File: src/rtl/neuron_accumulator_pkg.sv
// rtl/neuron_accumulator_pkg.sv - shared types and width/saturation helpers for the neuron accumulator
package neuron_accumulator_pkg;

    // Input-side phase of the current result: waiting for a first beat, or mid-result
    typedef enum logic {
        ST_IDLE = 1'b0,
        ST_ACC  = 1'b1
    } acc_state_e;

    // Accumulator width: enough headroom for bias plus BEATS partial sums, plus a sign guard bit,
    // so the running sum can never wrap before saturation is applied
    function automatic int acc_width(input int width, input int beats);
        return width + $clog2(beats + 1) + 1;
    endfunction

    // Most positive signed value representable in w bits
    function automatic longint sat_max(input int w);
        return (longint'(1) <<< (w - 1)) - longint'(1);
    endfunction

    // Most negative signed value representable in w bits
    function automatic longint sat_min(input int w);
        return -(longint'(1) <<< (w - 1));
    endfunction

endpackage

File: src/rtl/neuron_accumulator_sat_clip.sv
// rtl/neuron_accumulator_sat_clip.sv - combinational signed clip from IN_W bits down to OUT_W bits
module sat_clip
    import neuron_accumulator_pkg::*;
#(
    parameter int IN_W  = 36,
    parameter int OUT_W = 32
) (
    input  logic signed [IN_W-1:0]  value_i,
    output logic signed [OUT_W-1:0] clip_o,
    output logic                    ovf_o
);

    // Range limits expressed at the input width for comparison, and at the output width for the result
    localparam logic signed [IN_W-1:0]  MAX_IN  = IN_W'(sat_max(OUT_W));
    localparam logic signed [IN_W-1:0]  MIN_IN  = IN_W'(sat_min(OUT_W));
    localparam logic signed [OUT_W-1:0] MAX_OUT = OUT_W'(sat_max(OUT_W));
    localparam logic signed [OUT_W-1:0] MIN_OUT = OUT_W'(sat_min(OUT_W));

    logic above;
    logic below;

    // Compare against the representable range and select either a rail or the truncated value
    always_comb begin
        above = (value_i > MAX_IN);
        below = (value_i < MIN_IN);
        if (above) begin
            clip_o = MAX_OUT;
        end else if (below) begin
            clip_o = MIN_OUT;
        end else begin
            clip_o = value_i[OUT_W-1:0];
        end
        ovf_o = above | below;
    end

endmodule

File: src/rtl/neuron_accumulator.sv
// rtl/neuron_accumulator.sv - multi-beat partial-sum accumulator with bias, saturation and valid/ready output
module neuron_accumulator
    import neuron_accumulator_pkg::*;
#(
    parameter int WIDTH = 32,
    parameter int BEATS = 4
) (
    input  logic                    clk,
    input  logic                    rst_n,
    input  logic signed [WIDTH-1:0] i,
    input  logic signed [WIDTH-1:0] i_bias,
    input  logic                    i_valid,
    output logic                    i_ready,
    output logic signed [WIDTH-1:0] o,
    output logic                    o_ovf,
    output logic                    o_valid,
    input  logic                    o_ready
);

    localparam int AW = acc_width(WIDTH, BEATS);
    // A one-beat configuration still gets a 1-bit counter; it simply never leaves zero
    localparam int CW = (BEATS > 1) ? $clog2(BEATS) : 1;
    localparam logic [CW-1:0] LAST_CNT = CW'(BEATS - 1);

    acc_state_e              state_q, state_d;
    logic [CW-1:0]           cnt_q, cnt_d;
    logic signed [AW-1:0]    acc_q, acc_d;
    logic signed [WIDTH-1:0] o_q, o_d;
    logic                    o_ovf_q, o_ovf_d;
    logic                    o_valid_q, o_valid_d;

    logic                    beat_fire;
    logic                    last_beat;
    logic signed [AW-1:0]    i_ext;
    logic signed [AW-1:0]    bias_ext;
    logic signed [AW-1:0]    acc_base;
    logic signed [AW-1:0]    acc_next;
    logic signed [WIDTH-1:0] sat_value;
    logic                    sat_ovf;

    // Upstream may push whenever the output slot is empty or is being drained this cycle
    assign i_ready = !o_valid_q || o_ready;

    // Sum for the beat being presented: a fresh result starts from the bias, otherwise from the running sum
    always_comb begin
        beat_fire = i_valid && i_ready;
        last_beat = (cnt_q == LAST_CNT);
        i_ext     = {{(AW - WIDTH){i[WIDTH-1]}}, i};
        bias_ext  = {{(AW - WIDTH){i_bias[WIDTH-1]}}, i_bias};
        acc_base  = (state_q == ST_IDLE) ? bias_ext : acc_q;
        acc_next  = acc_base + i_ext;
    end

    sat_clip #(
        .IN_W  (AW),
        .OUT_W (WIDTH)
    ) u_sat_clip (
        .value_i (acc_next),
        .clip_o  (sat_value),
        .ovf_o   (sat_ovf)
    );

    // Next-state: drain the output slot, then either close the result or fold the beat into the sum
    always_comb begin
        state_d   = state_q;
        cnt_d     = cnt_q;
        acc_d     = acc_q;
        o_d       = o_q;
        o_ovf_d   = o_ovf_q;
        o_valid_d = o_valid_q;

        if (o_valid_q && o_ready) begin
            o_valid_d = 1'b0;
        end

        if (beat_fire) begin
            if (last_beat) begin
                // A closing beat loads the slot even when the previous result leaves this same cycle
                o_d       = sat_value;
                o_ovf_d   = sat_ovf;
                o_valid_d = 1'b1;
                cnt_d     = '0;
                state_d   = ST_IDLE;
            end else begin
                acc_d     = acc_next;
                cnt_d     = cnt_q + CW'(1);
                state_d   = ST_ACC;
            end
        end
    end

    // State registers; reset drops any partial sum and empties the output slot
    always_ff @(posedge clk) begin
        if (!rst_n) begin
            state_q   <= ST_IDLE;
            cnt_q     <= '0;
            acc_q     <= '0;
            o_q       <= '0;
            o_ovf_q   <= 1'b0;
            o_valid_q <= 1'b0;
        end else begin
            state_q   <= state_d;
            cnt_q     <= cnt_d;
            acc_q     <= acc_d;
            o_q       <= o_d;
            o_ovf_q   <= o_ovf_d;
            o_valid_q <= o_valid_d;
        end
    end

    assign o       = o_q;
    assign o_ovf   = o_ovf_q;
    assign o_valid = o_valid_q;

endmodule

File: config.mk
export PLATFORM = sky130hd
export DESIGN_NAME = neuron_accumulator
export DESIGN_NICKNAME = d
export VERILOG_FILES = /design/src/rtl/neuron_accumulator_pkg.sv /design/src/rtl/neuron_accumulator_sat_clip.sv /design/src/rtl/neuron_accumulator.sv
export SDC_FILE = /design/constraint.sdc
export NUM_CORES = 1
export LEC_CHECK = 0
export BUFFER_PORTS_ARGS = -buffer_cell sky130_fd_sc_hd__buf_4
export CAP_MARGIN = 20
export CORE_ASPECT_RATIO = 1.5
export CORE_MARGIN = 2
export CORE_UTILIZATION = 45
export CTS_BUF_LIST = sky130_fd_sc_hd__clkbuf_4 sky130_fd_sc_hd__clkbuf_8
export DETAILED_ROUTE_END_ITERATION = 10
export PLACE_DENSITY = 0.68
export SLEW_MARGIN = 20
export SYNTH_ARGS = -nofsm -noshare
export SYNTH_HDL_FRONTEND = slang
export SYNTH_SLANG_ARGS = --single-unit
File: constraint.sdc
create_clock -name clk -period 3.6 [get_ports clk]
set_input_delay 0.72 -clock clk [delete_from_list [all_inputs] [get_ports clk]]
set_output_delay 0.72 -clock clk [all_outputs]
set_load 0.01 [all_outputs]
==> summary.md, run 1 <==
| Metric | Value |
|---|---|
| Number of synthesized register bits | `73` |
| Worst skew pair latency | `about 0.36 ns` |
| Antenna Nets Post-Route | `0` |
| Vias in the first global route | `a little under 6000` |
| Post-route setup TNS | `-2.48 ns` |
| Initial antenna violation count | `0` |
| H-tree Lvls | `3` |
| Kind of critical path | `primary input to flop` |
| Area grow syn2layout | `35.4%` |
| CP endpoint kind | `flop` |
| Critical Path, Cell by Cell | `buf_4 -> mux2_4 -> ha_4 -> fa_2 -> a21o_1 -> a221o_1 -> a22o_1 -> or4b_4 -> and2_4 -> and3_4 -> o21bai_4 -> o41ai_4 -> buf_12 -> o22ai_1` |
| Worst Path Arrival | `around 4.0 ns` |
| Ant. Diodes | `0` |
| Critical-path top delay cell | `or4b_4` |
| Drt wl/cell | `17.0 microns` |
| Seq/Total Area, Yosys | `0.264` |
| IO Port Bufs | `roughly 100` |
| Clk buf depth | `2` |
| Num rows | `just under 50` |
| Post-synth ARST share | `0` |
| Gr ovfl total | `0` |
| Die Ht | `around 140 microns` |
| # IOs | `103` |
| Max stage delay on crit path | `approximately 0.51 ns` |
| Cell Area, Synth | `around 5500 sq um` |
| Inserted Clock Buffers | `9` |
| Final Skew | `roughly 0.014 ns` |
| Max-slew violations | `0` |
| Share of cells above drive strength 1 | `0.383` |
| # DRC | `0` |
| Status | `finished, violations left` |
| Net count after synthesis | `approximately 760` |
| DP HPWL | `around 13000 microns` |
| CTS clk-pin slew, worst paths | `roughly 0.080 ns` |
| Multi-input gate area | `4020 sq um` |
| Die Footprint | `between 10000 and 15000 sq um` |
| Pre-CTS setup slack | `-0.506 ns` |
| Nets | `between 900 and 1000` |
| Failing checks | `setup timing` |
| Mean Syn Cell Area | `around 8.4 sq um` |
| First-pass GRT wire length | `approximately 27000 microns` |
| Critical-path maximum fanout | `19` |
| Crit path time final | `3.72 ns` |
| Final worst slack | `-0.122 ns` |
| Pre-Repair DR Iteration Count | `4` |
| Maximum vdd drop | `0.208 mV` |
| Hold_buf cts | `0` |
| Ys flop type | `dfxtp_1` |
| Final setup violation count | `32` |
| RSZ-0062 raised after global routing | `true` |
| RD Place Congestion | `0.923` |
| Seq. cell area | `between 1000 and 1500 sq um` |
| Fill count | `about 1100` |
| Root buf cell | `clkbuf_8` |
| Crit start category | `primary input` |
| Iter 0 DRT Violations | `240` |
| Gr usage total | `0.258` |
| DR vias | `5569` |
| Post-synth EDFFs | `0` |
| Slew @ Worst Pin | `0.843 ns` |
| Drt total wl | `16800 microns` |
| Slew headroom | `0.438` |
| Synth Warn # | `0` |
| CTS tree | `built` |
| Die X | `94.6 microns` |
| LEAKAGE | `approximately 3.3 nW` |
| Core area | `between 10000 and 15000 sq um` |
| Sink Count | `73` |
| Worst EP required | `just under 4 ns` |
| Max Fclk | `about 270 MHz` |
| Initial Util | `0.461` |
| Pwr Density | `between 400 and 500 nW/um^2` |
| Worst hold path type | `flop to flop` |
| Fin util | `0.624` |
| Final count of hold timing violations | `0` |
| DR vias/cell | `about 5.6` |
| Largest net degree at the start of global routing | `about 90` |
| Fin crit share | `1.03` |
| MaxCap Viol Count | `0` |
| Mapped Cells | `between 600 and 700` |
| Yosys cell types | `63` |
| Total power | `between 3 and 4 mW` |
## through the flow
| stage | hold slack, ns | cells | cell area, sq um |
|---|---|---|---|
| global placement | 0.450 | 965 | 7090 |
| CTS | 0.467 | 988 | 7440 |
| floorplan | 0.437 | 656 | 5560 |
| global route | 0.483 | 988 | 7500 |
| detailed placement | 0.458 | 965 | 7090 |
| finish | 0.456 | 988 | 7500 |
## synthesized netlist by cell type (3+ instances only)
library cell | count | area, sq um
nand2_1 | 101 | 379
dfxtp_1 | 73 | 1460
o21ai_0 | 51 | 255
a21oi_1 | 39 | 195
a21boi_0 | 38 | 285
ha_1 | 36 | 450
clkbuf_1 | 33 | 124
mux2_2 | 31 | 349
o22ai_2 | 28 | 350
xnor2_1 | 22 | 193
nand2b_1 | 21 | 131
o211ai_1 | 20 | 150
nor2_1 | 18 | 67.6
a21o_1 | 17 | 128
nand3_1 | 15 | 75.1
and3_1 | 9 | 56.3
and2_1 | 8 | 50.1
xor2_1 | 8 | 70.1
nand4_1 | 6 | 37.5
a211o_1 | 5 | 43.8
a31oi_1 | 4 | 25.0
and4_1 | 4 | 35.0
buf_6 | 4 | 45.0
nor2b_1 | 4 | 25.0
or3_1 | 4 | 25.0
a41oi_1 | 3 | 26.3
inv_1 | 3 | 11.3
nor3_1 | 3 | 15.0
o21a_1 | 3 | 22.5
## worst paths after layout
kind / cells after the start / slack, ns / from / endpoint
setup reg to reg: 13 / -0.11 / state_q / o[0]
hold reg to reg: 2 / 0.46 / acc_q[26] / acc_q[26]
hold / removal: 2 / 0.46 / acc_q[26] / acc_q[26]
setup / recovery: 14 / -0.12 / i_bias[0] / o[0]
## cells in the final DEF, fill, tap and decap left out, drive strengths merged, types with 3 or more instances in the layout
master and instances:
a211o 5, a21boi 38, a21o 18, a21oi 41
a31oi 4, a41oi 4, and2 10, and3 11
and4 4, buf 204, clkbuf 10, clkinv 3
dfxtp 73, ha 36, inv 4, mux2 31
nand2 101, nand2b 21, nand3 15, nand4 6
nor2 19, nor2b 4, nor3 3, o211ai 20
o21a 3, o21ai 53, o22ai 30, or3 4
xnor2 22, xor2 10
## cell type report
type,count,area share
Multi-Input combinational cell,539,0.537
Clock inverter,6,0.0122
Clock buffer,10,0.0175
Timing Repair Buffer,204,0.211
Tap cell,153,0.0255
Inverter,3,0.00150
Sequential cell,73,0.195
## worst max-delay path, delay by kind of cell
family / cells / cell delay, ns
multiplexers: 1 / 0.27
AND/OR/NAND/NOR: 3 / 0.86
adder cells (fa/ha/maj): 2 / 0.55
buffers and inverters: 2 / 0.30
AO/OA/AOI/OAI: 6 / 1.27
## repair_timing
item,in CTS,in global routing
pin swaps,6,3
setup buffers,7,1
endpoints found under the setup margin,40,41
resized for setup,16,15
## layer usage
metal | track usage | wire [microns]
met1 | 0.276 | 6430
met5 | 0 | 0
met3 | 0.0379 | 650
met2 | 0.474 | 9040
met4 | 0.135 | 719
## sequential cells by signal (all words and copies together) (netlist names)
signal	cells
state_q	1
o_ovf	1
cnt_q	2
o_valid	1
o	32
acc_q	36
## power by group
part | internal (mW) | switching, mW
logic | 0.682 | 0.730
registers | 0.880 | 0.0402
clock network | 0.402 | 0.336
## cells by family (layout without fill, tap and decap cells)
family	after synthesis	in the layout	synth area share
AOI/OAI and AO/OA	235	235	0.319
xor gates and xnor gates	32	32	0.0533
buffers and inverters	44	223	0.0368
and+or+nand+nor	204	204	0.179
adders and majority gates	37	37	0.0850
DFF	73	73	0.264
muxes	31	31	0.0630
(Power assumes the default switching activity.)
==> run 2, diff against run 1 <==
--- a/config.mk
+++ b/config.mk
@@ -6,13 +6,15 @@
 export NUM_CORES = 1
 export LEC_CHECK = 0
 export BUFFER_PORTS_ARGS = -buffer_cell sky130_fd_sc_hd__buf_4
-export CAP_MARGIN = 20
+export CAP_MARGIN = 10
 export CORE_ASPECT_RATIO = 1.5
 export CORE_MARGIN = 2
 export CORE_UTILIZATION = 45
 export CTS_BUF_LIST = sky130_fd_sc_hd__clkbuf_4 sky130_fd_sc_hd__clkbuf_8
+export CTS_CLUSTER_SIZE = 12
 export DETAILED_ROUTE_END_ITERATION = 10
 export PLACE_DENSITY = 0.68
+export SKIP_CTS_REPAIR_TIMING = 1
 export SLEW_MARGIN = 20
 export SYNTH_ARGS = -nofsm -noshare
 export SYNTH_HDL_FRONTEND = slang
==> run 2 against run 1 <==
The run still ends with setup timing left. Combinational power about the same. Critical path depth decreased by 1. Maximum frequency decreased by 1.5%. Clock skew about the same. Power increased by 0.57%. Hold slack improved by 0.011 ns. Final area increased by 0.88%. Register-to-register slack got worse by 0.07 ns. Flip-flop and latch count unchanged. Setup slack got worse by 0.055 ns. Clock power about the same.
==> summary.md, run 2 (synthesis results as in run 1) <==
| Metric | Value |
|---|---|
| Status | `finished, violations left` |
| Failing checks | `setup timing` |
| Nets | `932 (-0.32%)` |
| Gate power share | `0.462 (+0.002)` |
| Num rows | `49 (unchanged)` |
| Number of flip-flops in the largest register | `36 (unchanged)` |
| Crit path time final | `3.78 ns (+0.0554 ns)` |
| Root buf cell | `clkbuf_8` |
| CTS tree | `built` |
| Worst Path Arrival | `4.06 ns (+0.06 ns)` |
| Design area | `7560 sq um (+0.88%)` |
| Int Power | `1.97 mW (+0.38%)` |
| LEAKAGE | `3.28 nW (-0.43%)` |
| Core area | `12000 sq um (unchanged)` |
| Flop pwr share | `0.298 (-0.002)` |
| Worst hold path type | `flop to flop` |
| Max-slew violations | `0 (unchanged)` |
| Kind of critical path | `flop to flop` |
| Max Fclk | `265 MHz (-1.5%)` |
| Commonest non-fill, non-tap cell in the layout | `buf_4` |
| # IOs | `103 (unchanged)` |
| Worst skew pair latency | `0.36 ns (about the same)` |
| Switching Share | `0.362 (+0.00121)` |
| Iter 0 DRT Violations | `250 (+4.2%)` |
| Die Footprint | `13200 sq um (unchanged)` |
| Initial Util | `0.461 (unchanged)` |
| Final Skew | `0.0139 ns (+0.0000880 ns)` |
| # DRC | `0 (unchanged)` |
| Pre-Repair DR Iteration Count | `4 (unchanged)` |
| Total power | `3.09 mW (+0.57%)` |
| Reg-to-Reg End | `o[0]` |
| Antenna Nets Post-Route | `0 (unchanged)` |
| RSZ-0062 raised after global routing | `true` |
| Gr ovfl total | `0 (unchanged)` |
| Worst r2r src | `state_q` |
| Die Ht | `140 microns (unchanged)` |
| Crit start category | `flop` |
| Maximum vdd drop | `0.210 mV (+1.1%)` |
| NetSw | `1.12 mW (+0.91%)` |
| CP endpoint | `o[0]` |
| Die X | `94.6 microns (unchanged)` |
| Most frequent cells in the layout | `buf_4 (194), nand2_1 (101), dfxtp_1 (72)` |
| Final setup violation count | `34 (+6.3%)` |
| Largest net degree at the start of global routing | `89 (unchanged)` |
| Ant. Diodes | `0 (unchanged)` |
| CP endpoint kind | `flop` |
| Drt total wl | `17100 microns (+1.2%)` |
| Worst R2R Setup Slack | `-0.18 ns (-0.07 ns)` |
| DR vias/cell | `5.68 (+0.70%)` |
| Gr usage total | `0.255 (-0.00277)` |
| Pre-CTS setup slack | `-0.506 ns (unchanged)` |
| Drt wl/cell | `17.3 microns (+1.6%)` |
| Final count of hold timing violations | `0 (unchanged)` |
| Share of cells above drive strength 1 | `0.387 (+0.00379)` |
| Setup crit start | `state_q` |
| DP HPWL | `12900 microns (unchanged)` |
| Fin crit share | `1.05 (+0.0154)` |
| Worst EP required | `3.89 ns (about the same)` |
| Sink Count | `73 (unchanged)` |
| Vias in the first global route | `5761 (-1.4%)` |
| Slew headroom | `0.433 (-0.00507)` |
| Inserted Clock Buffers | `9 (unchanged)` |
| Clk buf depth | `2 (unchanged)` |
| Area grow syn2layout | `36.6%` |
| DR vias | `5591 (+0.40%)` |
| Critical-path maximum fanout | `19 (unchanged)` |
| Clock share of power | `0.240 (about the same)` |
| RD Place Congestion | `0.923 (unchanged)` |
| Top reg by flops | `acc_q` |
| MaxCap Viol Count | `0 (unchanged)` |
| CTS clk-pin slew, worst paths | `0.09 ns (about the same)` |
| Initial antenna violation count | `0 (unchanged)` |
| Slew @ Worst Pin | `0.850 ns (+0.00761 ns)` |
| H-tree Lvls | `3 (unchanged)` |
| Post-DP Area | `7090 sq um (unchanged)` |
| Worst r2r path cells | `13 (unchanged)` |
| Final worst slack | `-0.177 ns (-0.0554 ns)` |
| Pwr Density | `408 nW/um^2 (-0.31%)` |
| First-pass GRT wire length | `26800 microns (-1.2%)` |
| IO Port Bufs | `102 (unchanged)` |
run 2: cell count changes in the layout (fill, tap and decap cells not counted), moves of 2 or more:
cell	previous run	this run
ha_4	2	6
a31oi_2	0	3
buf_4	197	194
a21boi_0	35	37
a21boi_1	3	1
a31oi_1	3	1
ha_1	31	29
ha_2	3	1
xor2_2	3	1
run 2: how the worst min path moves through the flow:
| stage | cells after the start | startpoint | endpoint | slack (ns) |
|---|---|---|---|---|
| 3_5_place_dp | 2 | acc_q[29] | acc_q[29] | 0.46 |
| 5_1_grt | 2 | acc_q[7] | acc_q[7] | 0.49 |
| 3_3_place_gp | 2 | acc_q[22] | acc_q[22] | 0.45 |
| 4_1_cts | 2 | acc_q[26] | acc_q[26] | 0.47 |
| 2_1_floorplan | 2 | acc_q[16] | acc_q[16] | 0.44 |
| 6_report | 2 | acc_q[30] | acc_q[30] | 0.47 |
run 2: layout make-up:
type	count	area (sq um)
Tap cell	153	191
Timing Repair Buffer	201	1570
Inverter	3	11.3
Multi-Input combinational cell	539	4110
Clock inverter	6	91.3
Fill cell	1074	4450
Sequential cell	73	1470
Clock buffer	10	131
run 2: metrics by stage:
stage	hold slack (ns)	TNS (ns)	instances	util
floorplan	0.437	-4.70	656	-
global placement	0.450	-15.21	965	0.590
detailed placement	0.458	-17.39	965	0.590
CTS	0.470	-9.98	981	0.608
global route	0.488	-7.18	985	0.630
finish	0.466	-4.22	985	0.630
run 2: critical path: stages (launching register included):
cell and delay [ns]:
dfxtp_4 0.43, buf_12 0.16, mux2_2 0.33, ha_1 0.30, a21o_1 0.22, a211o_4 0.36
a32oi_4 0.25, o32a_1 0.33, a31oi_2 0.15, or4_4 0.46, nand4_1 0.19, o41ai_4 0.14
buf_12 0.19, o22ai_1 0.18
run 2: power groups by stage:
| stage | clock network (mW) | registers (mW) | logic, mW |
|---|---|---|---|
| after global placement | 0 | 0.935 | 1.32 |
| after detailed placement | 0 | 0.939 | 1.34 |
| after CTS | 0.753 | 0.921 | 1.35 |
| after floorplan | 0 | 0.932 | 0.825 |
| final | 0.740 | 0.921 | 1.43 |
| after global routing | 0.796 | 0.931 | 1.55 |
run 2: per-layer routing:
metal / track usage / vias up / routed length (microns)
li1: - / 2757 / -
met1: 0.274 / 2632 / 6570
met2: 0.472 / 153 / 9150
met3: 0.0374 / 49 / 637
met4: 0.126 / 0 / 691
met5: 0 / - / 0
==> run 3, diff against run 2 <==
--- a/config.mk
+++ b/config.mk
@@ -5,17 +5,18 @@
 export SDC_FILE = /design/constraint.sdc
 export NUM_CORES = 1
 export LEC_CHECK = 0
-export BUFFER_PORTS_ARGS = -buffer_cell sky130_fd_sc_hd__buf_4
-export CAP_MARGIN = 10
+export BUFFER_PORTS_ARGS = -buffer_cell sky130_fd_sc_hd__buf_2
+export CAP_MARGIN = 25
 export CORE_ASPECT_RATIO = 1.5
 export CORE_MARGIN = 2
 export CORE_UTILIZATION = 45
 export CTS_BUF_LIST = sky130_fd_sc_hd__clkbuf_4 sky130_fd_sc_hd__clkbuf_8
 export CTS_CLUSTER_SIZE = 12
 export DETAILED_ROUTE_END_ITERATION = 10
-export PLACE_DENSITY = 0.68
+export PLACE_DENSITY = 0.67
 export SKIP_CTS_REPAIR_TIMING = 1
 export SLEW_MARGIN = 20
 export SYNTH_ARGS = -nofsm -noshare
 export SYNTH_HDL_FRONTEND = slang
+export SYNTH_HIERARCHICAL = 1
 export SYNTH_SLANG_ARGS = --single-unit
==> run 3 against run 2 <==
The flow still finishes with violations (setup timing). Synthesized area increased by 16%. Register-to-register slack got worse by 0.15 ns. Sequential share of layout area decreased by 3.4 points. Die area increased by 16%. Count of clock-buffer cells in the layout increased by 1. Maximum frequency decreased by 3.8%. Final area increased by 21%. Highest routed layer unchanged.
==> summary.md, run 3 <==
| Metric | Value |
|---|---|
| Pwr Density | `492 nW/um^2 (+21%)` |
| Max Fclk | `255 MHz (-3.8%)` |
| Synth Warn # | `6 (+6)` |
| Kind of critical path | `flop to flop` |
| Critical-path maximum fanout | `9 (-10)` |
| Synth Area in XOR/XNOR | `0.0462 (-0.00715)` |
| Worst R2R Setup Slack | `-0.33 ns (-0.15 ns)` |
| Root buf cell | `clkbuf_8` |
| DR vias/cell | `5.85 (+3.1%)` |
| # IOs | `103 (unchanged)` |
| Worst r2r src | `state_q` |
| Critical Path, Cell by Cell | `buf_12 -> buf_12 -> mux2_4 -> ha_4 -> a21oi_2 -> buf_4 -> a211oi_4 -> a21oi_2 -> a211o_2 -> o21a_4 -> xnor2_4 -> buf_12 -> buf_6 -> nand4_1 -> a221oi_2 -> nand2_1 -> a21boi_0` |
| Number of flip-flops in the largest register | `36 (unchanged)` |
| CTS clk-pin slew, worst paths | `0.09 ns (about the same)` |
| Final Skew | `0.0110 ns (-0.00290 ns)` |
| Post-synth top cells | `nand2_1 (151), dfxtp_1 (73), nor2_1 (68)` |
| Worst r2r path cells | `17 (+4)` |
| Vias in the first global route | `6552 (+14%)` |
| Number of synthesized register bits | `73 (unchanged)` |
| Die X | `102 microns (+7.6%)` |
| Largest cells by area after synthesis | `dfxtp_1 (23%), nand2_1 (8.8%), a221oi_2 (7.0%)` |
| Min Hold Slack | `0.451 ns (-0.0157 ns)` |
| Final setup violation count | `31 (-8.8%)` |
| Final count of hold timing violations | `0 (unchanged)` |
| Seq/Total Area, Yosys | `0.227 (-0.0373)` |
| First-pass GRT wire length | `32400 microns (+21%)` |
| Net count after synthesis | `924 (+21%)` |
| DP HPWL | `15500 microns (+20%)` |
| Clk buf depth | `2 (unchanged)` |
| Crit start category | `flop` |
| # DRC | `0 (unchanged)` |
| Max-slew violations | `0 (unchanged)` |
| Most used cell along the critical path | `buf_12` |
| Nets | `1145 (+23%)` |
| Worst EP required | `3.87 ns (-0.02 ns)` |
| Die Ht | `151 microns (+7.7%)` |
| Most frequent cells in the layout | `buf_4 (157), nand2_1 (149), buf_2 (102)` |
| Antenna Nets Post-Route | `0 (unchanged)` |
| Worst hold path type | `flop to flop` |
| Multi-input gate area | `4950 sq um (+20%)` |
| Share of cells above drive strength 1 | `0.425 (+0.0379)` |
| Post-DP Area | `8050 sq um (+14%)` |
| MaxCap Viol Count | `0 (unchanged)` |
| Mapped Cells | `819 (+25%)` |
| Maximum vdd drop | `0.277 mV (+32%)` |
| Post-synth EDFFs | `0 (unchanged)` |
| Die Footprint | `15300 sq um (+16%)` |
| Slew headroom | `0.427 (-0.00581)` |
| Sink Count | `73 (unchanged)` |
| Slew @ Worst Pin | `0.859 ns (+0.00872 ns)` |
| Area grow syn2layout | `41.8%` |
| Hold Path Stages | `2 (unchanged)` |
| CTS tree | `built` |
| Simple-Gate Fraction of Synth Area | `0.237 (+0.0575)` |
| LEAKAGE | `3.99 nW (+21%)` |
| Iter 0 DRT Violations | `477 (+91%)` |
| Final worst slack | `-0.326 ns (-0.149 ns)` |
| Crit path time final | `3.93 ns (+0.149 ns)` |
| Yosys top cell area share | `0.227 (-0.0373)` |
| Status | `finished, violations left` |
| CP endpoint kind | `flop` |
| Fill count | `1176 (+9.5%)` |
| Seq. cell area | `1470 sq um (unchanged)` |
| Drt total wl | `22900 microns (+35%)` |
| Cell Area, Synth | `6450 sq um (+16%)` |
| IO Port Bufs | `102 (unchanged)` |
| Largest family of logic cells by synthesized area | `compound AO/OA/AOI/OAI gates` |
| Synth Area in Adders | `0.0729 (-0.0120)` |
| Worst skew pair latency | `0.37 ns (about the same)` |
| Core area | `14000 sq um (+16%)` |
| Reg-to-Reg End | `o[1]` |
| Design area | `9150 sq um (+21%)` |
| Sink of the worst hold path | `o_ovf` |
| Gr ovfl total | `0 (unchanged)` |
| RD Place Congestion | `0.946 (+2.5%)` |
| Largest net degree at the start of global routing | `66 (-26%)` |
| Num rows | `53 (+8.2%)` |
| Commonest non-fill, non-tap cell in the layout | `buf_4` |
| Compound-cell area share of the yosys netlist | `0.289 (-0.0301)` |
| DR vias | `7241 (+30%)` |
| H-tree Lvls | `3 (unchanged)` |
| Drt wl/cell | `18.5 microns (+7.1%)` |
| RSZ-0062 raised after global routing | `true` |
| Failing checks | `setup timing` |
| HP Start | `o_ovf` |
| Top reg by flops | `acc_q` |
| Critical-path top delay cell | `dfxtp_4` |
| Ys flop type | `dfxtp_1` |
| Max stage delay on crit path | `0.41 ns (-0.05 ns)` |
| Multiplexer area fraction after synthesis | `0.0572 (-0.00581)` |
| Worst Path Arrival | `4.20 ns (+0.14 ns)` |
| Ant. Diodes | `0 (unchanged)` |
| Inserted Clock Buffers | `9 (unchanged)` |
| Area leader, netlist | `dfxtp_1` |
| Most numerous cell in the Yosys netlist | `nand2_1` |
| Yosys cell types | `67 (+6.3%)` |
| Initial antenna violation count | `0 (unchanged)` |
| Pre-Repair DR Iteration Count | `5 (+1)` |
| Initial Util | `0.461 (about the same)` |
| Mean Syn Cell Area | `7.88 sq um (-6.7%)` |
| Fin crit share | `1.09 (+0.0415)` |
| Gr usage total | `0.270 (+0.0157)` |
| Post-synth ARST share | `0 (unchanged)` |
==> run 3: cell count changes in the layout (fill, tap and decap cells not counted), moves of 35 or more <==
cell     change
buf_2      +102
nand2_1     +48
nor2_1      +43
o21ai_0     -35
nand4_1     +39
buf_4       -37
==> run 3: cells by family (layout without fill, tap and decap cells) <==
kind of cell	count (synthesis)	in the layout
adders and majority gates	37	37
DFF	73	73
AOI/OAI and AO/OA	229	229
muxes	33	33
buffers and inverters	82	308
and+or+nand+nor	331	331
xor gates and xnor gates	34	34
==> run 3: power breakdown <==
group	switching (mW)	total, mW	internal, mW
registers	0.0351	0.908	0.873
logic	1.46	2.80	1.34
clock network	0.368	0.792	0.424
==> run 3: cell type report <==
cell class | instances | share of cell area
clock buffers | 11 | 0.0159
multi-input cells | 664 | 0.541
repair buffers | 288 | 0.246
inverters | 4 | 0.00164
clock inverters | 5 | 0.00944
well taps | 192 | 0.0263
flip-flops and latches | 73 | 0.160
==> run 3: critical path: cells and delay by family (launching register included) <==
kind            cells  cell delay, ns
buf+inv             5            0.71
simple gates        2            0.32
flops               1            0.41
mux                 1            0.31
xor+xnor            1            0.18
fa+ha+maj           1            0.29
compound gates      7            1.58
==> run 3: metrics by stage <==
stage	cells	setup slack (ns)	TNS, ns	util	power (mW)
after floorplan	819	0.00739	0	-	2.39
after global placement	1191	-0.475	-13.02	0.575	3.12
after detailed placement	1191	-0.496	-13.54	0.575	3.14
after CTS	1207	-0.428	-11.51	0.592	3.94
after global routing	1237	-0.343	-5.36	0.654	4.70
final	1237	-0.326	-2.97	0.654	4.50
==> run 3: worst max-delay path by stage <==
stage / from / endpoint / depth (start not counted)
5_1_grt: state_q / o[1] / 17
4_1_cts: state_q / o[0] / 15
3_3_place_gp: i_bias[22] / o[0] / 15
2_1_floorplan: i_bias[0] / o[23] / 17
6_report: state_q / o[1] / 17
3_5_place_dp: i_bias[0] / o[0] / 15
==> run 3: per-layer routing <==
| layer | vias to the layer above | global-route usage | routed length, microns |
|---|---|---|---|
| li1 | 3429 | - | - |
| met1 | 3433 | 0.309 | 8810 |
| met2 | 280 | 0.480 | 11600 |
| met3 | 99 | 0.0283 | 1040 |
| met4 | 0 | 0.154 | 1540 |
| met5 | - | 0 | 0 |
